[config.mk]
export PLATFORM = sky130hd
export DESIGN_NAME = instruction_fetch_flat
export DESIGN_NICKNAME = d
export VERILOG_FILES = /design/src/rtl/instruction_fetch_pkg.sv /design/src/rtl/instruction_fetch_if.sv /design/src/rtl/instruction_fetch_out_slice.sv /design/src/rtl/instruction_fetch.sv /design/src/flat_wrapper.sv
export SDC_FILE = /design/constraint.sdc
export NUM_CORES = 1
export LEC_CHECK = 0
export CELL_PAD_IN_SITES_DETAIL_PLACEMENT = 1
export CELL_PAD_IN_SITES_GLOBAL_PLACEMENT = 2
export CORE_MARGIN = 5
export CORE_UTILIZATION = 28
export CTS_CLUSTER_SIZE = 40
export DETAILED_ROUTE_END_ITERATION = 8
export GPL_TIMING_DRIVEN = 0
export HOLD_SLACK_MARGIN = 0.1
export PLACE_DENSITY_LB_ADDON = 0.05
export RECOVER_POWER = 50
export SETUP_SLACK_MARGIN = 0.1
export SLEW_MARGIN = 10
export SYNTH_ARGS = -nofsm -noshare
export SYNTH_HDL_FRONTEND = slang
export SYNTH_SLANG_ARGS = --single-unit
[constraint.sdc]
create_clock -name clk -period 2.28 [get_ports clk]
set_input_delay 0.342 -clock clk [delete_from_list [all_inputs] [get_ports clk]]
set_output_delay 0.342 -clock clk [all_outputs]
set_load 0.01 [all_outputs]
[src/rtl/instruction_fetch_pkg.sv]
// Shared definitions for the fetch stage: widths, halt encoding, FSM state
// encodings, the {pc, instr} payload carried to decode, and the pc increment.
package instruction_fetch_pkg;

  localparam int unsigned PC_W    = 10;
  localparam int unsigned INSTR_W = 32;
  localparam int unsigned CNT_W   = 16;

  localparam logic [INSTR_W-1:0] HALT_WORD = 32'hFFFF_FFFF;

  localparam logic [1:0] ST_IDLE = 2'd0;
  localparam logic [1:0] ST_RUN  = 2'd1;
  localparam logic [1:0] ST_HALT = 2'd2;

  typedef struct packed {
    logic [PC_W-1:0]    pc;
    logic [INSTR_W-1:0] instr;
  } fetch_pkt_t;

  // Sequential pc step; wraps naturally at 2^PC_W.
  function automatic logic [PC_W-1:0] pc_next(input logic [PC_W-1:0] pc);
    return pc + PC_W'(1);
  endfunction

endpackage

[src/rtl/instruction_fetch_if.sv]
// Fetch -> decode valid/ready bus.
//   out_valid : fetched instruction held on out_pc/out_instr
//   out_ready : decode accepts when out_valid && out_ready
//   out_pc    : address of out_instr
//   out_instr : fetched instruction word
interface instruction_fetch_if;
  import instruction_fetch_pkg::*;

  logic                out_valid;
  logic                out_ready;
  logic [PC_W-1:0]     out_pc;
  logic [INSTR_W-1:0]  out_instr;

  modport master (
    output out_valid,
    output out_pc,
    output out_instr,
    input  out_ready
  );

  modport slave (
    input  out_valid,
    input  out_pc,
    input  out_instr,
    output out_ready
  );

endinterface

[src/rtl/instruction_fetch_out_slice.sv]
// Valid/ready register slice holding the {pc, instr} handed to decode.
//   clk, reset_n : clock, async active-low reset
//   load         : capture in_pkt and raise valid
//   flush        : drop the held entry (wins over load)
//   in_pkt       : payload to capture
//   dec          : decode-side bus (master)
module instruction_fetch_out_slice
  import instruction_fetch_pkg::*;
(
  input  logic                clk,
  input  logic                reset_n,
  input  logic                load,
  input  logic                flush,
  input  fetch_pkt_t          in_pkt,
  instruction_fetch_if.master dec
);

  fetch_pkt_t pkt_q;
  logic       valid_q;

  // Payload only changes on load, so a stalled entry stays stable.
  always_ff @(posedge clk or negedge reset_n) begin
    if (!reset_n) begin
      valid_q <= 1'b0;
      pkt_q   <= '0;
    end else begin
      if (flush) begin
        valid_q <= 1'b0;
      end else if (load) begin
        valid_q <= 1'b1;
        pkt_q   <= in_pkt;
      end else if (valid_q && dec.out_ready) begin
        valid_q <= 1'b0;
      end
    end
  end

  assign dec.out_valid = valid_q;
  assign dec.out_pc    = pkt_q.pc;
  assign dec.out_instr = pkt_q.instr;

endmodule

[src/rtl/instruction_fetch.sv]
// Fetch stage: owns the pc, drives instruction memory, forwards {pc, instr}
// to decode through a register slice, stops on HALT_WORD, restarts on branch,
// and counts instructions accepted by decode.
//   clk, reset_n  : clock, async active-low reset
//   start         : IDLE -> RUN pulse
//   pc_addr       : instruction memory address (= pc register)
//   imem_instr    : instruction memory read data (combinational from pc_addr)
//   branch_valid  : redirect request, branch_target : redirect address
//   dec           : decode bus (out_valid/out_ready/out_pc/out_instr)
//   halted        : high in HALT
//   fetch_count   : saturating count of accepted instructions
module instruction_fetch
  import instruction_fetch_pkg::*;
#(
  parameter logic [PC_W-1:0] RESET_PC = '0
) (
  input  logic                clk,
  input  logic                reset_n,
  input  logic                start,
  output logic [PC_W-1:0]     pc_addr,
  input  logic [INSTR_W-1:0]  imem_instr,
  input  logic                branch_valid,
  input  logic [PC_W-1:0]     branch_target,
  instruction_fetch_if.master dec,
  output logic                halted,
  output logic [CNT_W-1:0]    fetch_count
);

  logic [1:0]      state_q, state_n;
  logic [PC_W-1:0] pc_q, pc_n;
  logic            load, flush;
  logic            slot_free;
  logic            accept;
  fetch_pkt_t      cap_pkt;

  assign accept  = dec.out_valid && dec.out_ready;
  assign cap_pkt = '{pc: pc_q, instr: imem_instr};
  assign pc_addr = pc_q;

  // State, pc, halt flag and counter registers.
  always_ff @(posedge clk or negedge reset_n) begin
    if (!reset_n) begin
      state_q     <= ST_IDLE;
      pc_q        <= RESET_PC;
      halted      <= 1'b0;
      fetch_count <= '0;
    end else begin
      state_q <= state_n;
      pc_q    <= pc_n;
      halted  <= (state_n == ST_HALT);
      if (accept && (fetch_count != {CNT_W{1'b1}})) begin
        fetch_count <= fetch_count + CNT_W'(1);
      end
    end
  end

  // Next state / pc; a redirect takes priority over capture and stall.
  always_comb begin
    state_n   = state_q;
    pc_n      = pc_q;
    load      = 1'b0;
    flush     = 1'b0;
    slot_free = !dec.out_valid || dec.out_ready;
    case (state_q)
      ST_IDLE: begin
        if (start) begin
          state_n = ST_RUN;
        end
      end
      ST_RUN: begin
        if (branch_valid) begin
          pc_n  = branch_target;
          flush = 1'b1;
        end else if (slot_free) begin
          load = 1'b1;
          // Halt word is delivered but the pc stays on it.
          if (imem_instr == HALT_WORD) begin
            state_n = ST_HALT;
          end else begin
            pc_n = pc_next(pc_q);
          end
        end
      end
      ST_HALT: begin
        if (branch_valid) begin
          pc_n    = branch_target;
          flush   = 1'b1;
          state_n = ST_RUN;
        end
      end
      default: begin
        state_n = ST_IDLE;
      end
    endcase
  end

  instruction_fetch_out_slice u_out_slice (
    .clk     (clk),
    .reset_n (reset_n),
    .load    (load),
    .flush   (flush),
    .in_pkt  (cap_pkt),
    .dec     (dec)
  );

endmodule

[src/flat_wrapper.sv]
// flat-port wrapper written by rule: the top's interface ports become plain ports
module instruction_fetch_flat import instruction_fetch_pkg::*;
#(
  parameter logic [PC_W-1:0] RESET_PC = '0
)
  (clk, reset_n, start, pc_addr, imem_instr, branch_valid, branch_target, halted, fetch_count, dec_out_valid, dec_out_pc, dec_out_instr, dec_out_ready);
  instruction_fetch_if dec_i ();
  input  logic clk;
  input  logic reset_n;
  input  logic start;
  output logic [PC_W-1:0] pc_addr;
  input  logic [INSTR_W-1:0] imem_instr;
  input  logic branch_valid;
  input  logic [PC_W-1:0] branch_target;
  output logic halted;
  output logic [CNT_W-1:0] fetch_count;
  output wire logic [$bits(dec_i.out_valid)-1:0] dec_out_valid;
  output wire logic [$bits(dec_i.out_pc)-1:0] dec_out_pc;
  output wire logic [$bits(dec_i.out_instr)-1:0] dec_out_instr;
  input wire logic [$bits(dec_i.out_ready)-1:0] dec_out_ready;
  assign dec_out_valid = dec_i.out_valid;
  assign dec_out_pc = dec_i.out_pc;
  assign dec_out_instr = dec_i.out_instr;
  assign dec_i.out_ready = dec_out_ready;
  instruction_fetch #(.RESET_PC(RESET_PC)) u_core (.clk(clk), .reset_n(reset_n), .start(start), .pc_addr(pc_addr), .imem_instr(imem_instr), .branch_valid(branch_valid), .branch_target(branch_target), .dec(dec_i), .halted(halted), .fetch_count(fetch_count));
endmodule
=== Yosys cells after proc, flatten, opt, wreduce, memory -nomap -nowiden ===
Cells that the tools add are included.

* ROM bits: 0
* Input bits: 47
* RAM bits: 0
* Logic and storage cells: 47
* Bits in latches: 0
* Memories kept: 0
* Output and inout port bits: 70
* Flip-flop bits (word level): 72

* Eq/ne operators: 8
* Add/sub/neg operators: 2
* Divide/modulo/power cells: 0
* Shifts and indexed selects: 0
* Magnitude comparators: 0
* Muxes and demuxes: 19
* Multiply operators: 0
* Reduce and logical (&&, ||, !) cells: 10
* Bitwise logic cells: 1

{| class="wikitable"
|+ Operators with widths
! operator !! number
|-
| $mux 10 || 4
|-
| $eq 32x32->1 const B || 1
|-
| $pmux 10 s2 || 1
|-
| $add 16x1->16 const B || 1
|-
| $ne 16x16->1 const B || 1
|-
| $add 10x1->10 const B || 1
|-
| $mux 2 || 5
|-
| $mux 1 || 8
|-
| $pmux 2 s3 || 1
|-
| $eq 2x2->1 const B || 2
|-
| $reduce_and 4->1 || 1
|-
| $ne 3x2->1 const B || 1
|-
| $ne 3x3->1 const B || 1
|-
| $reduce_bool 3->1 || 1
|-
| $eq 2x1->1 const B || 1
|-
| $logic_and 1x1->1 || 2
|-
| $logic_not 2->1 || 1
|-
| $ne 2x2->1 const B || 1
|-
| $reduce_and 2->1 || 1
|-
| $reduce_bool 2->1 || 1
|-
| $reduce_or 2->1 || 1
|-
| $logic_not 1->1 || 1
|-
| $logic_or 1x1->1 || 1
|-
| $not 1->1 || 1
|}

=== Depth between registers and ports, before layout ===
Gate-level depths: netlist of run 1.

* Word-level depth: 7
* Depth in mapped cells: 8
* Gate-level depth less buffers: 7

=== Cells and area by module ===
Synthesis of run 1 repeated with hierarchy kept, for this count alone.

* Cells, all modules: 293
* Area, all modules: 3651.0 µm²

{| class="wikitable"
|+ Modules (own cells, without submodules)
! module !! area an instance (µm²) !! sequential area each (µm²) !! instances !! cells an instance
|-
| instruction_fetch || 1831.8 || 725.7 || 1 || 199
|-
| instruction_fetch_out_slice || 1819.2 || 1076.0 || 1 || 94
|}

=== Worst setup path after synthesis of run 1 ===
Ideal clock, no wire load.

* Path type: register to register
* From: register u_core.state_q[0]
* To: register u_core.pc_q[2] (netlist: u_core.pc_addr[2])
* Slack: 0.541 ns
* Clock period less this slack: 1.739 ns
* Library setup time: 0.126 ns
* Path buffers: 2
* Stages on the path, launching flop included: 9
* Data required time: 2.154 ns
* Data arrival time: 1.613 ns
* Cells stage by stage: dfrtp_1 -> inv_1 -> ha_1 -> buf_2 -> or2_1 -> buf_2 -> a21oi_1 -> nand4_1 -> o311a_1

* Cells in the longest elaborated chain, start to end: 3
* Elaborated cells between the ends (all ways): 8
* Classes of those cells: eq/ne (5); mux (1); reduce/logical (2)

{| class="wikitable"
|+ RTL lines
! item !! line !! text
|-
| from (decl) || instruction_fetch.sv:29 || <nowiki>logic [1:0] state_q, state_n;</nowiki>
|-
| from (signal assigned) || instruction_fetch.sv:48 || <nowiki>state_q <= state_n;</nowiki>
|-
| $eq 2x1->1 / $eq 2x2->1 (equally long branches) || instruction_fetch.sv:64 || <nowiki>case (state_q)</nowiki>
|-
| $ne 3x2->1 (no source line), or another cell as far along || - ||
|-
| $reduce_and 4->1 (no source line) || - ||
|-
| to (signal assigned) || instruction_fetch.sv:49 || <nowiki>pc_q <= pc_n;</nowiki>
|-
| to (decl) || instruction_fetch.sv:30 || <nowiki>logic [PC_W-1:0] pc_q, pc_n;</nowiki>
|}

Several ways; a longest one is shown, not always the timed one.
A chain may end at the register's enable or synchronous reset.

=== Worst setup path in the final report of run 1 ===
* From: input imem_instr[13]
* To: register u_core.pc_q[1] (netlist: u_core.pc_addr[1])

* Cells in the longest elaborated chain, start to end: 3

{| class="wikitable"
|+ RTL lines
! item !! line !! text
|-
| from (decl) || flat_wrapper.sv:12 || <nowiki>input logic [INSTR_W-1:0] imem_instr;</nowiki>
|-
| $eq 32x32->1 || instruction_fetch.sv:77 || <nowiki>if (imem_instr == HALT_WORD) begin</nowiki>
|-
| $ne 3x3->1 (no source line) || - ||
|-
| $reduce_and 4->1 (no source line) || - ||
|}

Every way passes these cells.

==> impl_results.md, run 1 <==
* Clock transition at path regs at ~60 ps
* Multi-input logic area at 1510 um2
* Static Leak at about 0.0021 uW
* # rows at 40
* Netlist Area Pre-Place at approximately 3400 um2
* Dpl cell area at between 4000 and 5000 um2
* Final instance area at about 5000 um2
* Met3 usage at between 4 and 5%
* Met2 GRT Util at a little under a quarter
* Commonest non-fill, non-tap cell in the layout: clkdlybuf4s50_1
* Register area share after synthesis at a little over half
* Initial Util at ~28%
* Status: finished, final reports clean
* CTS Buf Count at 9
* Hpwl dp at around 7700 um
* # setup viols final at 0
* Layout Cells excl Fill at about 560
* Worst Tran Pin Value at between 900 and 1000 ps
* Core area at ~12,000 um2
* IO buf count at ~120
* Setup TNS at 0 ps
* Worst setup EP type: flip-flop
* Most crowded layer after global routing: met2
* H-tree depth at 3
* Met1 usage at a little under a fifth
* Crit Path Max Fanout at 6
* Clk_lat worst skew at about 330 ps
* First-pass GRT wire length at 16,500 um
* Period minus WS final at ~2000 ps
* CP Data Required Time at approximately 2500 ps
* WP data arrival at 2260 ps
* Worst hold path type: reg -> reg
* Overall power at between 3000 and 4000 uW
* FF/Latch Area at approximately 1800 um2
* Placed Instances at between 500 and 600
* Layout cells sized above 1 at roughly a fifth
* Clk sink count at 72
* RSZ-0062 raised after global routing: no
* Grt ovf at 0
* GPL Wtd Cong at approximately 0.76
* Yosys reg bits at 72
* Maximum vdd drop at 0.377 mV
* Vias at approximately 2,700
* Cell count after synthesis at 283
* Fillers at about 1,300
* Most frequent cells in the layout: clkdlybuf4s50_1, dfrtp_1, mux2_2
* Gr usage total at between 10% and 20%
* Initial antenna violation count at 0
* Root buffer cell: clkbuf_16
* Pwr/cell area at around 790 nW/um2
* Max-Slew Margin vs Limit at 37.2%
* Routed WL per cell at ~18 um
* Syn-to-layout area delta at 49.6%
* Chip width at 120 um
* DRT Wirelength at 10,200 um
* Post-synth EDFFs at 0
* Synth warn at 0
* Syn avg cell area at ~12 um2
* CTS tree: done
* Number of max-cap violations at 0
* Iteration-0 DRC Markers at between 90 and 100
* Unique cell type count in the Yosys netlist at around 50
* # nets final at ~470
* Via density at ~4.9
* FFs w/ async S/R, synth at 100%
* Antenna fix cells at 0
* Tcrit/Tclk final at 89.7%
* Largest net degree at the start of global routing at 38
* Die H at 120 um
* Main flop type after synthesis: dfrtp_1
* IO Count at between 100 and 150
* Worst hold margin at around 490 ps
* Clk_skew at around 7.1 ps
* Post-CTS setup buffer count at 0
* Residual DRC at 0
* Synth Net Count at around 340
* Setup Crit Path Kind: in -> reg
* Highest Clock Rate at between 0.4 and 0.5 GHz
* Die ar. at around 14,000 um2
* Remaining antenna violation count at 0
* Startpoint Class: input pin
* Max Root-Sink Buffers at 2
* Vias in the first global route at between 3,000 and 4,000
* Pins Over Slew Limit at 0
* Final hold vios at 0
* Drt pass-1 iters at 4
==> cell type report <==
| type | count | share of cell area (%) |
|---|---|---|
| sequential | 72 | 35.7 |
| multi-input combinational | 196 | 30.0 |
| timing repair buffer | 118 | 23.3 |
| clock buffer | 15 | 5.90 |
| tap | 147 | 3.64 |
| buffer | 9 | 0.917 |
| inverter | 6 | 0.446 |
| clock inverter | 1 | 0.149 |
==> metal layers <==
metal	vias up	wire length, um
li1	1307	-
met1	1355	4640
met2	74	4890
met3	9	508
met4	0	128
met5	-	0
==> worst paths after layout <==
check | from | endpoint | slack (ps) | cells after the start
worst max-delay path | imem_instr[13] | u_core.pc_addr[1] | 240 | 6
worst min-delay path | u_core.u_out_slice.dec.out_pc[6] | u_core.u_out_slice.dec.out_pc[6] | 490 | 2
worst max register to register | u_core.state_q[0] | u_core.pc_addr[2] | 300 | 8
worst min register to register | u_core.u_out_slice.dec.out_pc[6] | u_core.u_out_slice.dec.out_pc[6] | 490 | 2
max in group asynchronous | reset_n | u_core.u_out_slice.dec.out_pc[0] | 450 | 3
min in group asynchronous | reset_n | u_core.u_out_slice.dec.out_instr[12] | 700 | 2
==> through the flow <==
step,utilization [%],setup WS [ps]
final,42.4,236
after global routing,42.4,101
after CTS,42.4,109
after detailed placement,39.7,-186
after global placement,39.6,-1920
after floorplan,-,541
==> worst max-delay path: stages <==
cell             delay, ps
clkdlybuf4s50_1        490
nand4_1                180
nor4_4                 370
nand3_2                230
a21oi_4                270
mux2_2                 360
==> synth_stat cells, types with 2 or more instances <==
library cell	count	area, um2
nor4_1	3	18.8
xor2_1	6	52.6
nand2_1	20	75.1
dfrtp_1	72	1800
o21ai_0	10	50.1
o22ai_1	2	12.5
a21oi_1	7	35.0
a31oi_1	4	25.0
and3_1	5	31.3
ha_1	6	75.1
nand2b_1	2	12.5
nand4_2	2	25.0
inv_1	6	22.5
buf_2	7	35.0
nor2_1	15	56.3
and4_1	3	26.3
xnor2_1	8	70.1
and2_1	2	12.5
mux2_2	43	484
nor4_2	2	25.0
nand4_1	11	68.8
nor3_1	7	35.0
nand3_1	12	60.1
a41oi_1	3	26.3
==> power by group <==
part	internal [uW]	leakage, uW	switching [uW]
Sequential	1470	0.000876	176
Combinational	545	0.00107	389
Clock	886	0.000148	518
Total	2900	0.00210	1080
==> cells by family (layout without fill, tap and decap cells) <==
kind of cell / Yosys count / after routing / share of synthesized area, %
multiplexers: 43 / 43 / 14.4
AO/OA/AOI/OAI: 40 / 40 / 8.87
adder cells (fa/ha/maj): 6 / 6 / 2.23
XOR/XNOR: 14 / 14 / 3.64
AND/OR/NAND/NOR: 93 / 93 / 15.4
flip-flops: 72 / 72 / 53.4
buffers and inverters: 15 / 149 / 2.04
==> flip-flops by register name, summed over array words and instances (netlist names) <==
| register | cells |
|---|---|
| u_core.u_out_slice.dec.out_instr | 32 |
| u_core.fetch_count | 16 |
| u_core.pc_addr | 10 |
| u_core.u_out_slice.dec.out_pc | 10 |
| u_core.state_q | 2 |
| u_core.halted | 1 |
| u_core.u_out_slice.dec.out_valid | 1 |
==> timing repair <==
action                                  in CTS  in global routing
endpoints found under the hold margin       35                  0
endpoints found under the setup margin       2                 39
resized for setup                            1                  2
hold buffers                                 1                  0
Note: power is estimated with default switching activity, not from simulation.
==> run 2: changes to the inputs <==
==> constraint.sdc (replaced) <==
create_clock -name clk -period 2.28 [get_ports clk]
set_input_delay 0.342 -clock clk [delete_from_list [all_inputs] [get_ports clk]]
set_output_delay 0.342 -clock clk [all_outputs]
set_load 0.05 [all_outputs]
==> run 2 against run 1 <==
Sequential cell count unchanged; die area is the same; utilization down 0.12 points; final cell count did not move; critical path depth decreased by 5; global-route usage stayed put; largest cell class unchanged; wire length about the same; first-iteration DRC count rose by 1.0%; sequential share of layout area grew 0.098 points; maximum frequency fell by 2.4%; critical path type is now reg -> out; combinational power increased by 65%.
==> impl_results.md, run 2 (same netlist as run 1, synthesis figures left out) <==
* GPL Wtd Cong at 0.758 (unchanged)
* Max Root-Sink Buffers at 2 (unchanged)
* # rows at 40 (unchanged)
* Vias in the first global route at 3,023 (unchanged)
* Iteration-0 DRC Markers at 97 (+1.0%)
* Pins Over Slew Limit at 0 (unchanged)
* Die ar. at 14,300 um2 (unchanged)
* Chip width at 120 um (unchanged)
* Final Worst Setup Slack at 185 ps (-50.9 ps)
* Vias at 2,754 (+0.33%)
* Pint at 2910 uW (+0.49%)
* Clk_lat worst skew at 330 ps (about the same)
* Period minus WS final at 2100 ps (+50.9 ps)
* Die H at 120 um (unchanged)
* Clock transition at path regs at 60 ps (about the same)
* H-tree depth at 3 (unchanged)
* Startpoint Class: flip-flop
* Drt pass-1 iters at 4 (unchanged)
* Status: finished, final reports clean
* Gr usage total at 14.7% (unchanged)
* First-pass GRT wire length at 16,500 um (unchanged)
* Commonest non-fill, non-tap cell in the layout: clkdlybuf4s50_1
* Layout cells sized above 1 at 18.2% (-0.96 points)
* Slowest CP cell: clkdlybuf4s50_1
* Setup Crit Path Kind: reg -> out
* WP data arrival at 1750 ps (-510 ps)
* Largest net degree at the start of global routing at 38 (unchanged)
* Tcrit/Tclk final at 91.9% (+2.2 points)
* Routed WL per cell at 18.0 um (about the same)
* Number of max-cap violations at 0 (unchanged)
* Core area at 11,900 um2 (unchanged)
* IO Count at 117 (unchanged)
* Most frequent cells in the layout: clkdlybuf4s50_1, dfrtp_1, mux2_2
* Cell family with most CP delay: buffers and inverters
* # setup viols final at 0 (unchanged)
* Worst hold margin at 491 ps (+0.00300 ps)
* Reg-to-reg setup timing slack at 240 ps (-60 ps)
* Maximum vdd drop at 0.628 mV (+67%)
* Static Leak at 0.00207 uW (-0.99%)
* Final hold vios at 0 (unchanged)
* CP Data Required Time at 1940 ps (-550 ps)
* Residual DRC at 0 (unchanged)
* Worst setup EP type: primary output
* Clk_skew at 7.00 ps (-0.115 ps)
* Clk sink count at 72 (unchanged)
* CTS Buf Count at 9 (unchanged)
* Hpwl dp at 7740 um (unchanged)
* Remaining antenna violation count at 0 (unchanged)
* DRT Wirelength at 10,200 um (about the same)
* Via density at 4.88 (+0.33%)
* Overall power at 4590 uW (+15%)
* Max reg flops at 32 (unchanged)
* Max-Slew Margin vs Limit at 37.2% (-0.063 points)
* Sequential share of power at 35.9% (-5.4 points)
* IO buf count at 116 (unchanged)
* Syn-to-layout area delta at 49.2%
* Crit Path Max Fanout at 9 (+3)
* Fin util at 42.2% (-0.12 points)
* CP max stage delay at 880 ps (+390 ps)
* Initial antenna violation count at 0 (unchanged)
* Antenna fix cells at 0 (unchanged)
* Initial Util at 28.3% (unchanged)
* Setup TNS at 0 ps (unchanged)
* Pwr/cell area at 912 nW/um2 (+16%)
* Grt ovf at 0 (unchanged)
* # nets final at 465 (unchanged)
* Critical path buffers and inverters at 1 (unchanged)
* Highest Clock Rate at 0.477 GHz (-2.4%)
* Clock share of power at 30.6% (-4.7 points)
* Worst hold path type: reg -> reg
* Net Sw Power at 1680 uW (+55%)
* Sw Ratio at 36.5% (+9.3 points)
* Root buffer cell: clkbuf_16
* Combinational fraction of design power at 33.5% (+10 points)
* Worst Tran Pin Value at 943 ps (+0.946 ps)
* RSZ-0062 raised after global routing: no
* CTS tree: done
* Worst path cell trace: clkdlybuf4s50_1
* Place WS at -186 ps (unchanged)
[run 2: cell count changes in the layout (fill, tap and decap cells not counted), sizes merged]
cell	change
buf	-1
clkbuf	+1
clkdlybuf4s50	+17
dlygate4sd3	-17
[run 2: stage by stage]
step / instance area (um2) / cells
after floorplan: 3370 / 283
after global placement: 4720 / 546
after detailed placement: 4730 / 547
after CTS: 5050 / 564
after global routing: 5030 / 564
final: 5030 / 564
[run 2: repair_timing]
| action | 4_1_cts | 5_1_grt |
|---|---|---|
| gates resized for setup | 1 | 2 |
| hold endpoints to repair | 35 | 0 |
| hold buffers | 1 | 0 |
| buffers inserted | 0 | 0 |
| setup endpoints to repair | 2 | 39 |
[run 2: final timing paths]
| check | startpoint | to | depth (start not counted) |
|---|---|---|---|
| hold / removal | u_core.u_out_slice.dec.out_pc[6] | u_core.u_out_slice.dec.out_pc[6] | 2 |
| setup reg to reg | u_core.state_q[1] | u_core.u_out_slice.dec.out_instr[26] | 6 |
| min in group asynchronous | reset_n | u_core.u_out_slice.dec.out_instr[12] | 2 |
| setup / recovery | u_core.pc_addr[3] | pc_addr[3] | 1 |
| max in group asynchronous | reset_n | u_core.u_out_slice.dec.out_pc[0] | 3 |
| hold reg to reg | u_core.u_out_slice.dec.out_pc[6] | u_core.u_out_slice.dec.out_pc[6] | 2 |
[run 2: cell type report]
| type | count | area (um2) |
|---|---|---|
| multi-input combinational | 196 | 1500 |
| tap | 147 | 184 |
| inverter | 6 | 22.5 |
| buffer | 9 | 45.0 |
| fill | 1318 | 6880 |
| timing repair buffer | 118 | 1170 |
| clock inverter | 1 | 7.51 |
| clock buffer | 15 | 298 |
| sequential | 72 | 1800 |
[run 2: routing by layer]
layer  part of all wire, %  vias to the layer above  global-route usage [%]
met5                     0                        -                       0
met4                   1.3                        0                    5.01
met3                   5.0                        9                    4.48
met2                    48                       74                    23.6
met1                    46                     1364                    19.0
li1                      -                     1307                       -
[run 2: power by group through the flow]
stage	sequential, uW	combinational, uW	clock [uW]
after CTS	1650	1580	1460
after global routing	1680	1620	1530
after detailed placement	1670	1570	0
after global placement	1670	1560	0
final	1650	1540	1400
after floorplan	2310	294	0
